===== src/rtl/mrmac_0_axis_tx_seg_packer.sv =====
// TX ingress packer: 128-bit AXIS frame to two 64-bit MRMAC segments with SOP/EOP/error
// marking, frame well-formedness checks and per-port statistics.
module mrmac_0_axis_tx_seg_packer #(
   parameter int unsigned MAX_BEATS = 600
) (
   input  logic             clk,
   input  logic             reset,
   input  logic             s_tvalid,
   input  logic [127:0]     s_tdata,
   input  logic [15:0]      s_tkeep,
   input  logic             s_tlast,
   input  logic             s_tuser,
   output logic             s_tready,
   output logic             m_tvalid,
   output logic [1:0][63:0] m_tdata,
   output logic [1:0][10:0] m_tkeep,
   output logic             m_tlast,
   input  logic             m_tready,
   output logic [31:0]      stat_frames,
   output logic [47:0]      stat_bytes,
   output logic [15:0]      stat_errors
);

   typedef enum logic [0:0] {StIdle, StInFrame} state_e;

   state_e           state_q, state_d;
   logic             sop;
   logic             in_accept, out_accept;
   logic [15:0]      beat_cnt_q, beat_num;
   logic             over_len, contiguous, keep_err, beat_err, frame_err, err_q;
   logic [15:0]      keep_plus;
   logic [4:0]       beat_bytes;
   logic [47:0]      frame_bytes_q;
   logic             eop_hi, eop_lo;
   logic [1:0][63:0] in_data;
   logic [1:0][10:0] in_keep;

   logic             out_valid_q, out_last_q;
   logic [1:0][63:0] out_data_q;
   logic [1:0][10:0] out_keep_q;
   logic             skid_valid_q, skid_last_q;
   logic [1:0][63:0] skid_data_q;
   logic [1:0][10:0] skid_keep_q;

   logic [31:0]      stat_frames_q;
   logic [47:0]      stat_bytes_q;
   logic [15:0]      stat_errors_q;

   assign s_tready   = !skid_valid_q && !reset;
   assign in_accept  = s_tvalid && s_tready;
   assign out_accept = out_valid_q && m_tready;

   always_ff @(posedge clk) begin
      if (reset) state_q <= StIdle;
      else       state_q <= state_d;
   end

   always_comb begin
      state_d = state_q;
      if (in_accept) begin
         unique case (state_q)
            StIdle:    state_d = s_tlast ? StIdle : StInFrame;
            StInFrame: state_d = s_tlast ? StIdle : StInFrame;
            default:   state_d = StIdle;
         endcase
      end
   end

   always_comb begin
      sop = 1'b0;
      unique case (state_q)
         StIdle:    sop = 1'b1;
         StInFrame: sop = 1'b0;
         default:   sop = 1'b0;
      endcase
   end

   // Ordinal of the current beat within its frame, saturating.
   always_comb begin
      if (sop)                          beat_num = 16'd1;
      else if (beat_cnt_q == 16'hFFFF)  beat_num = 16'hFFFF;
      else                              beat_num = beat_cnt_q + 16'd1;
   end

   always_comb begin
      beat_bytes = '0;
      for (int i = 0; i < 16; i++) beat_bytes = beat_bytes + {4'd0, s_tkeep[i]};
   end

   // Legal last-beat keep is 2^n-1: non-zero with no bit set above the lowest zero.
   assign keep_plus  = s_tkeep + 16'd1;
   assign contiguous = (s_tkeep != 16'h0000) && ((s_tkeep & keep_plus) == 16'h0000);
   assign keep_err   = s_tlast ? !contiguous : (s_tkeep != 16'hFFFF);
   assign over_len   = {16'd0, beat_num} > MAX_BEATS;
   assign beat_err   = keep_err || over_len || s_tuser;
   assign frame_err  = err_q || beat_err;

   assign eop_hi = s_tlast && (s_tkeep[15:8] != 8'h00);
   assign eop_lo = s_tlast && !eop_hi;

   assign in_data    = s_tdata;
   assign in_keep[0] = {eop_lo && frame_err, eop_lo, sop, s_tkeep[7:0]};
   assign in_keep[1] = {eop_hi && frame_err, eop_hi, 1'b0, s_tkeep[15:8]};

   always_ff @(posedge clk) begin
      if (reset) begin
         beat_cnt_q    <= '0;
         err_q         <= 1'b0;
         frame_bytes_q <= '0;
         stat_frames_q <= '0;
         stat_bytes_q  <= '0;
         stat_errors_q <= '0;
      end else if (in_accept) begin
         beat_cnt_q    <= s_tlast ? 16'd0 : beat_num;
         err_q         <= s_tlast ? 1'b0 : frame_err;
         frame_bytes_q <= s_tlast ? 48'd0 : frame_bytes_q + {43'd0, beat_bytes};
         if (s_tlast) begin
            stat_frames_q <= stat_frames_q + 32'd1;
            stat_bytes_q  <= stat_bytes_q + frame_bytes_q + {43'd0, beat_bytes};
            if (frame_err && stat_errors_q != 16'hFFFF) stat_errors_q <= stat_errors_q + 16'd1;
         end
      end
   end

   // Output register refills from skid first so beat order is preserved.
   always_ff @(posedge clk) begin
      if (reset) begin
         out_valid_q  <= 1'b0;
         out_data_q   <= '0;
         out_keep_q   <= '0;
         out_last_q   <= 1'b0;
         skid_valid_q <= 1'b0;
         skid_data_q  <= '0;
         skid_keep_q  <= '0;
         skid_last_q  <= 1'b0;
      end else if (!out_valid_q || out_accept) begin
         if (skid_valid_q) begin
            out_valid_q  <= 1'b1;
            out_data_q   <= skid_data_q;
            out_keep_q   <= skid_keep_q;
            out_last_q   <= skid_last_q;
            skid_valid_q <= 1'b0;
         end else if (in_accept) begin
            out_valid_q <= 1'b1;
            out_data_q  <= in_data;
            out_keep_q  <= in_keep;
            out_last_q  <= s_tlast;
         end else begin
            out_valid_q <= 1'b0;
         end
      end else if (in_accept) begin
         skid_valid_q <= 1'b1;
         skid_data_q  <= in_data;
         skid_keep_q  <= in_keep;
         skid_last_q  <= s_tlast;
      end
   end

   assign m_tvalid    = out_valid_q;
   assign m_tdata     = out_data_q;
   assign m_tkeep     = out_keep_q;
   assign m_tlast     = out_last_q;
   assign stat_frames = stat_frames_q;
   assign stat_bytes  = stat_bytes_q;
   assign stat_errors = stat_errors_q;

endmodule


===== config.mk =====
export PLATFORM = sky130hd
export DESIGN_NAME = mrmac_0_axis_tx_seg_packer
export DESIGN_NICKNAME = d
export VERILOG_FILES = /design/src/rtl/mrmac_0_axis_tx_seg_packer.sv
export SDC_FILE = /design/constraint.sdc
export NUM_CORES = 1
export LEC_CHECK = 0
export ABC_AREA = 1
export ABC_CLOCK_PERIOD_IN_PS = 5500
export BUFFER_PORTS_ARGS = -buffer_cell sky130_fd_sc_hd__buf_2
export CAP_MARGIN = 20
export CORE_MARGIN = 4
export CORE_UTILIZATION = 44
export CTS_CLUSTER_SIZE = 8
export DETAILED_ROUTE_END_ITERATION = 6
export PLACE_DENSITY = 0.66
export SLEW_MARGIN = 40
export SYNTH_ARGS = -nofsm -noshare
export SYNTH_HDL_FRONTEND = slang
export SYNTH_SLANG_ARGS = --single-unit

===== constraint.sdc =====
create_clock -name clk -period 5.5 [get_ports clk]
set_input_delay 0.55 -clock clk [delete_from_list [all_inputs] [get_ports clk]]
set_output_delay 0.55 -clock clk [all_outputs]
set_load 0.02 [all_outputs]

* Word-level counts from Yosys, hierarchy flattened
Index checks and enable logic that the tools add are counted.
Storage, ports and cells: word-level logic and storage cells 91, bits of input ports 150, bits in registers 465, output and inout port bits 249
Cells by class: add/subtract/negate cells 22, bitwise gates (word level) 3, muxes and demuxes 16, magnitude comparators 1, equal/unequal tests 3, reductions and logical operators 27
Operators with widths (count):
- $mux W128 | 2
- $add A48 B5 Y48 | 2
- $add A5 B1 Y5 | 11
- $add A16 B1 Y16 const B | 3
- $add A48 B48 Y48 | 1
- $mux W16 | 3
- $mux W48 | 1
- $mux W22 | 2
- $add A32 B1 Y32 const B | 1
- $ne A16 B16 Y1 const B | 2
- $and A16 B16 Y16 | 1
- $eq A16 B16 Y1 const B | 1
- $gt A16 B10 Y1 const B | 1
- $logic_not A16 Y1 | 1
- $reduce_bool A16 Y1 | 1
- $logic_and A1 B1 Y1 | 9
- $reduce_bool A8 Y1 | 1
- $mux W1 | 7
- $reduce_and A2 Y1 | 3
- $add A4 B1 Y5 | 1
- $logic_not A1 Y1 | 5
- $add A3 B1 Y4 | 1
- $logic_or A1 B1 Y1 | 4
- $add A2 B1 Y3 | 1
- 6 further kinds | 7

* Longest topological paths before layout
Gate-level depths: netlist of run 1.
depth in word-level cells 17, depth in mapped cells 30, mapped depth without buffers 30

* Worst setup path after synthesis of run 1
Ideal clock, no wire load.
kind input to register, from input port s_tkeep[0], to register stat_bytes_q[47] (netlist: stat_bytes[47]), stages on the path 28, library setup time 0.109 ns, data required time 5.391 ns, path slack -0.210 ns, arrival 5.601 ns, cell sequence inv_1 fa_1 fa_1 fa_1 fa_1 inv_1 ha_1 fa_1 inv_1 fa_1 inv_1 ha_1 inv_1 fa_1 nand3b_1 nand2_1 a21boi_0 inv_1 nand2_1 nand2_1 a21oi_1 inv_1 nand3_1 nand3_1 nand2_1 nand3_1 nand2_1 inv_1
On the way: cells in the longest elaborated chain, start to end 16
Ends and longest elaborated chain:
- from (decl) | line 10 | input logic [15:0] s_tkeep,
- $add A1 B1 Y2 | line 87 | for (int i = 0; i < 16; i++) beat_bytes = beat_bytes + {4'd0, s_tkeep[i]};
- $add A2 B1 Y3 | line 87
- $add A3 B1 Y4 | line 87
- $add A4 B1 Y5 | line 87
- $add A5 B1 Y5 (11 in a row) | line 87
- $add A48 B5 Y48 | line 119 | stat_bytes_q <= stat_bytes_q + frame_bytes_q + {43'd0, beat_bytes};
- to (signal assigned) | line 119
- to (decl) | line 46 | logic [47:0] stat_bytes_q;
No other way between the ends. A chain may end at the register's enable or synchronous reset.

* Worst setup path after layout of run 1
from input port s_tkeep[7], to register stat_bytes_q[35] (netlist: stat_bytes[35])
On the way: cells in the longest elaborated chain, start to end 10
Ends and longest elaborated chain (line):
- $add A5 B1 Y5 (9 in a row) | 87
- $add A48 B5 Y48 | 119
No other way between the ends.

==> out/summary.txt, run 1 <==
Status = finished, violations left
Violated checks = design-rule violations
Initial core utilization = 0.448
Final WS setup = 0.0923 ns
Via count = 24400
Synth warnings = 0
Top FF cell, synth = dfxtp_1
Longest Clk Path Bufs = 3
Share of layout cells above drive strength 1 = 0.184
Number of synthesized flops with an enable pin = 0
Vias per cell = 5.36
Worst setup SP type = input pin
Gpl congestion = 0.982
Largest net degree at the start of global routing = 178
Post-route ant nets = 0
Filler Cells Inserted = 5288
Initial drt markers = 1925
Final Instance Count excl. Fillers = 4562
Chip height = 243 um
Worst VDD drop = 0.251 mV
Pwr Density = 300 nW/um^2
Total gr overflow = 0
Area delta synth->final = 21.0%
Worst-path clk slew = 0.05 ns
Top cells by area, synth = dfxtp_1, nand2_1, o21ai_0
Final Util = 0.542
Most frequent CP cell = fa_1
Pre-antenna DRT Iters = 7
Critical path required time = 6.00 ns
Cell Count Post-Placement = 4458
Nets = 4114
Post-synthesis register bit count = 464
RSZ-0062 raised after global routing = true
CTS tree = done
Vias in the first global route = 22500
Die width = 243 um
Post-Syn Nets = 3718
Max Cap Viol = 0
Hold crit path type = input pin to flip-flop
Final hold viol count = 0
Final Skew = 0.0303 ns
Share of the synthesized area in the top cell type = 0.382
Ys async rst share = 0
All-Layer GR Usage = 0.256
Max_slew headroom = 0.449
# IOs = 399
HPWL after detailed placement = 56200 um
Clock root buffer = clkbuf_16
Setup Crit Path Kind = input pin to flip-flop
WL final = 79300 um
Slew @ Worst Pin = 0.826 ns
Register area = 9290 um^2
Final Max Tran Viols = 0
Core Footprint = 54200 um^2
First-pass GRT wire length = 124000 um
Multi-input gate area = 13300 um^2
Htree depth = 3
Fmax achieved = 185 MHz
Num CTS Buffers = 68
Final setup violation count = 0
Post-route minimum period = 5.41 ns
Fin crit share = 0.983
Static Leak = 13.5 nW
DP Area = 27200 um^2
Wire length per cell = 17.4 um
Post-Place Setup Slack = -0.611 ns
Die Area = 59000 um^2
Syn Inst Count = 3447
Seq/Total Area, Yosys = 0.382
Cts hold-fix bufs = 0
Worst Path Arrival = 5.91 ns
Post-Syn Area per Cell = 7.05 um^2
Initial antenna violation count = 20
Post-Syn Area = 24300 um^2
Dominant cell type by area after synthesis = dfxtp_1
Port buffer count = 397
Worst path max stage delay = 0.58 ns
Worst-path fanout max = 4
Clock Latency Late Sink = 0.61 ns
DRC Markers = 9
CP max-delay cell = fa_1
Crit. End Element = flip-flop
Number of placement rows = 85
Final instance area = 29400 um^2
Synth cell types = 57
CTS Sinks = 464
==> power by group <==
part	internal, mW	leakage, nW	total [mW]	switching (mW)
registers	3.52	3.78	3.62	0.103
logic	0.538	8.84	1.37	0.833
clock network	2.27	0.918	3.82	1.54
==> metrics by stage <==
step	TNS, ns	power (mW)	hold slack, ns
global route	-0.326	9.21	0.177
global placement	-18.35	4.98	0.456
floorplan	-0.0230	4.48	0.446
detailed placement	-20.26	5.00	0.459
finish	0	8.81	0.192
CTS	0	8.84	0.169
==> metal layers <==
metal / share of wire / vias to the layer above / GRT usage
li1: - / 12300 / -
met1: 0.43 / 11200 / 0.337
met2: 0.45 / 750 / 0.403
met3: 0.081 / 182 / 0.0733
met4: 0.036 / 20 / 0.0900
met5: 0.0016 / - / 0
==> area by class of cell <==
class,count,area share
well taps,696,0.0296
clock inverters,6,0.00345
repair buffers,500,0.0969
clock buffers,76,0.0603
flip-flops and latches,464,0.316
diodes,11,0.000937
multi-input cells,2510,0.454
inverters,299,0.0390
==> path summary, 6_finish.rpt <==
path                       to  slack (ns)  depth (start not counted)          from
max reg2reg   stat_frames[31]        1.83                         11  skid_valid_q
min          skid_data_q[120]        0.19                          3  s_tdata[120]
max            stat_bytes[35]        0.09                         28    s_tkeep[7]
min reg2reg             err_q        0.47                          2         err_q
==> kinds of logic after synthesis <==
logic type,after synthesis,synth area share
DFF,464,0.382
and+or+nand+nor,1498,0.263
xor gates and xnor gates,55,0.0198
other,1,0.000154
AOI/OAI and AO/OA,835,0.192
adders and majority gates,121,0.0676
buffers and inverters,473,0.0753
==> sequential cells by signal (all words and copies together), names as in the netlist <==
signal	count
skid_valid_q	1
beat_cnt_q	16
skid_data_q	128
m_tlast	1
skid_last_q	1
m_tkeep	21
skid_keep_q	21
state_q	1
frame_bytes_q	48
stat_bytes	48
m_tvalid	1
stat_frames	32
stat_errors	16
err_q	1
m_tdata	128
==> Yosys cell counts, types with 7 or more instances <==
cell type    n
dfxtp_1    464
nor3_1      38
clkbuf_1   149
fa_1        17
nand4_1     53
a31oi_1    162
buf_2        9
nor2_1     503
nand3_1    120
nor2_4      10
nor4_1      16
a21oi_1    165
nand2_2     17
xor2_1      39
xnor2_1     16
inv_1      287
inv_2       10
nor2_2      11
o21ai_0    405
a21oi_2     12
o21bai_1    31
nand2_1    685
nand3_2      7
ha_1       104
o211ai_1    16
buf_1       10
a21o_1      11
o21a_1      13
==> worst max-delay path: cells and delay by family <==
family / cells / cell delay (ns)
buf+inv: 8 / 0.43
compound gates: 1 / 0.10
simple gates: 10 / 1.05
fa+ha+maj: 9 / 3.77
==> cell usage in the layout (no fill, tap or decap), types with 5 or more instances in the layout <==
cell type,count
nor2_2,11
xor2_1,39
o21bai_1,30
nor2_4,12
nor4_1,16
nand3_1,113
and3_1,6
a21o_1,11
a21oi_2,15
fa_1,13
inv_2,19
o21ai_0,402
xnor2_1,16
inv_1,275
nor3_1,38
buf_4,98
ha_1,101
buf_6,7
nor3_2,5
nand3b_1,5
a31oi_1,162
buf_2,391
nand2_4,6
dfxtp_1,463
nand2_2,22
nor2_1,501
o211ai_1,16
clkbuf_16,69
nand3_2,13
nand4_1,53
clkbuf_1,5
a21oi_1,161
nand2_1,679
o21ai_1,8
o21a_1,13
diode_2,11
==> repair_timing <==
action                                  in CTS  in global routing
pin swaps                                    0                 22
gates resized for setup                      1                 53
buffers inserted                             0                 11
endpoints found under the setup margin       2                 40
endpoints found under the hold margin        0                  0
No activity file was read; power rests on OpenSTA's default activity.
==> inputs of run 2 (changes only) <==
- CORE_UTILIZATION: 44 -> 52
- PLACE_DENSITY: 0.66 -> 0.76
- SETUP_SLACK_MARGIN: not set -> 0.15
==> out/summary.txt, run 2 (synthesis gave the netlist of run 1 again) <==
Final instance area = 29400 um^2 (-0.10%)
Final hold viol count = 0 (unchanged)
Hold crit path type = input pin to flip-flop
Commonest non-fill, non-tap cell in the layout = nand2_1
Nets = 4106 (-0.19%)
Htree depth = 3 (unchanged)
Status = finished, violations left
Worst setup SP type = input pin
Wire length per cell = 17.6 um (+1.2%)
Worst hold slack = 0.179 ns (-0.0125 ns)
Worst-path fanout max = 4 (unchanged)
Longest Clk Path Bufs = 3 (unchanged)
Port buffer count = 397 (unchanged)
All-Layer GR Usage = 0.295 (+0.0390)
WL final = 78300 um (-1.3%)
Gpl congestion = 0.993 (+1.1%)
HPWL after detailed placement = 54600 um (-2.8%)
Cts hold-fix bufs = 0 (unchanged)
Tot Pwr = 8.79 mW (-0.28%)
Final Skew = 0.0200 ns (-0.0103 ns)
Core Footprint = 45800 um^2 (-16%)
Worst path max stage delay = 0.57 ns (about the same)
GR peak layer = met2
CTS tree = done
Setup Crit Path Kind = input pin to flip-flop
Post-route minimum period = 5.32 ns (-0.0842 ns)
Largest net degree at the start of global routing = 225 (+26%)
Number of placement rows = 78 (-8.2%)
Vias in the first global route = 22700 (+0.84%)
First-pass GRT wire length = 122000 um (-1.7%)
RSZ-0062 raised after global routing = true
Pwr Density = 299 nW/um^2 (-0.18%)
Final Max Tran Viols = 0 (unchanged)
Worst Path Arrival = 5.82 ns (-0.09 ns)
Fin crit share = 0.968 (-0.0153)
CP max-delay cell = fa_2
Met2 usage = 0.462 (+0.0588)
Pre-antenna DRT Iters = 7 (unchanged)
Critical path required time = 5.99 ns (about the same)
GRT met3 Usage = 0.0710 (-0.00226)
DP Area = 27100 um^2 (-0.56%)
Vias per cell = 5.59 (+4.5%)
Initial antenna violation count = 11 (-45%)
Num CTS Buffers = 68 (unchanged)
# IOs = 399 (unchanged)
Die width = 224 um (-7.7%)
Slew @ Worst Pin = 0.829 ns (+0.00225 ns)
Most frequent cells in the layout = nand2_1, nor2_1, dfxtp_1, o21ai_0, buf_2
Static Leak = 13.5 nW (about the same)
Crit. End Element = flip-flop
Max_slew headroom = 0.448 (-0.00150)
Final WS setup = 0.176 ns (+0.0842 ns)
Die Area = 50200 um^2 (-15%)
Fmax achieved = 188 MHz (+1.6%)
Total gr overflow = 0 (unchanged)
Violated checks = design-rule violations
Initial drt markers = 2383 (+24%)
Post-route ant nets = 0 (unchanged)
DRC Markers = 2 (-7)
Final Util = 0.641 (+0.0996)
Initial core utilization = 0.531 (+0.0828)
Final setup violation count = 0 (unchanged)
Clock root buffer = clkbuf_16
Worst-path clk slew = 0.05 ns (about the same)
Area delta synth->final = 20.9%
Share of layout cells above drive strength 1 = 0.189 (+0.00495)
R2R Setup Slk = 1.91 ns (+0.08 ns)
Clock Latency Late Sink = 0.61 ns (about the same)
Met1 Resource Use GR = 0.398 (+0.0609)
Via count = 24900 (+1.9%)
Worst VDD drop = 0.279 mV (+11%)
Post-Place Setup Slack = -0.525 ns (+0.0861 ns)
Max Cap Viol = 0 (unchanged)
CTS Sinks = 464 (unchanged)
Filler Cells Inserted = 4078 (-23%)
Chip height = 224 um (-7.7%)
run 2: layer usage:
layer,up-vias,part of all wire
met1,11500,0.43
met2,958,0.45
met4,12,0.038
met5,-,0.0011
met3,198,0.084
li1,12200,-
run 2: power breakdown:
group / internal (mW) / switching [mW] / leakage [nW]
clock network: 2.24 / 1.53 / 0.906
registers: 3.52 / 0.100 / 3.78
logic: 0.538 / 0.855 / 8.84
run 2: worst max-delay path: cells and delay by family:
| family | cells | cell delay [ns] |
|---|---|---|
| xor+xnor | 1 | 0.17 |
| simple gates | 4 | 0.38 |
| compound gates | 4 | 0.65 |
| buf+inv | 8 | 0.46 |
| fa+ha+maj | 9 | 3.61 |
run 2: final cells by class:
cell class	instances	area (um^2)	share of cell area
diodes	5	12.5	0.000426
clock buffers	72	1740	0.0592
clock inverters	7	110	0.00375
inverters	299	1150	0.0393
multi-input cells	2510	13500	0.460
flip-flops and latches	464	9290	0.317
well taps	600	751	0.0256
repair buffers	492	2800	0.0955
run 2: path summary, 6_finish.rpt:
check / start / end / depth (start not counted)
hold / removal: s_tdata[45] / skid_data_q[45] / 3
setup / recovery: s_tkeep[11] / stat_bytes[19] / 26
hold reg to reg: skid_data_q[105] / m_tdata[105] / 2
setup reg to reg: skid_valid_q / stat_frames[31] / 11
run 2: stage by stage:
| step | TNS (ns) | cells |
|---|---|---|
| 5_1_grt | -0.0594 | 4447 |
| 3_3_place_gp | -13.89 | 4352 |
| 4_1_cts | 0 | 4434 |
| 3_5_place_dp | -19.42 | 4353 |
| 6_report | 0 | 4449 |
| 2_1_floorplan | 0 | 3447 |
run 2: what timing repair did:
item                       in CTS  in global routing
buffers inserted                2                 10
resized for setup               3                 71
pin swaps                       4                 23
setup endpoints to repair       7                 53
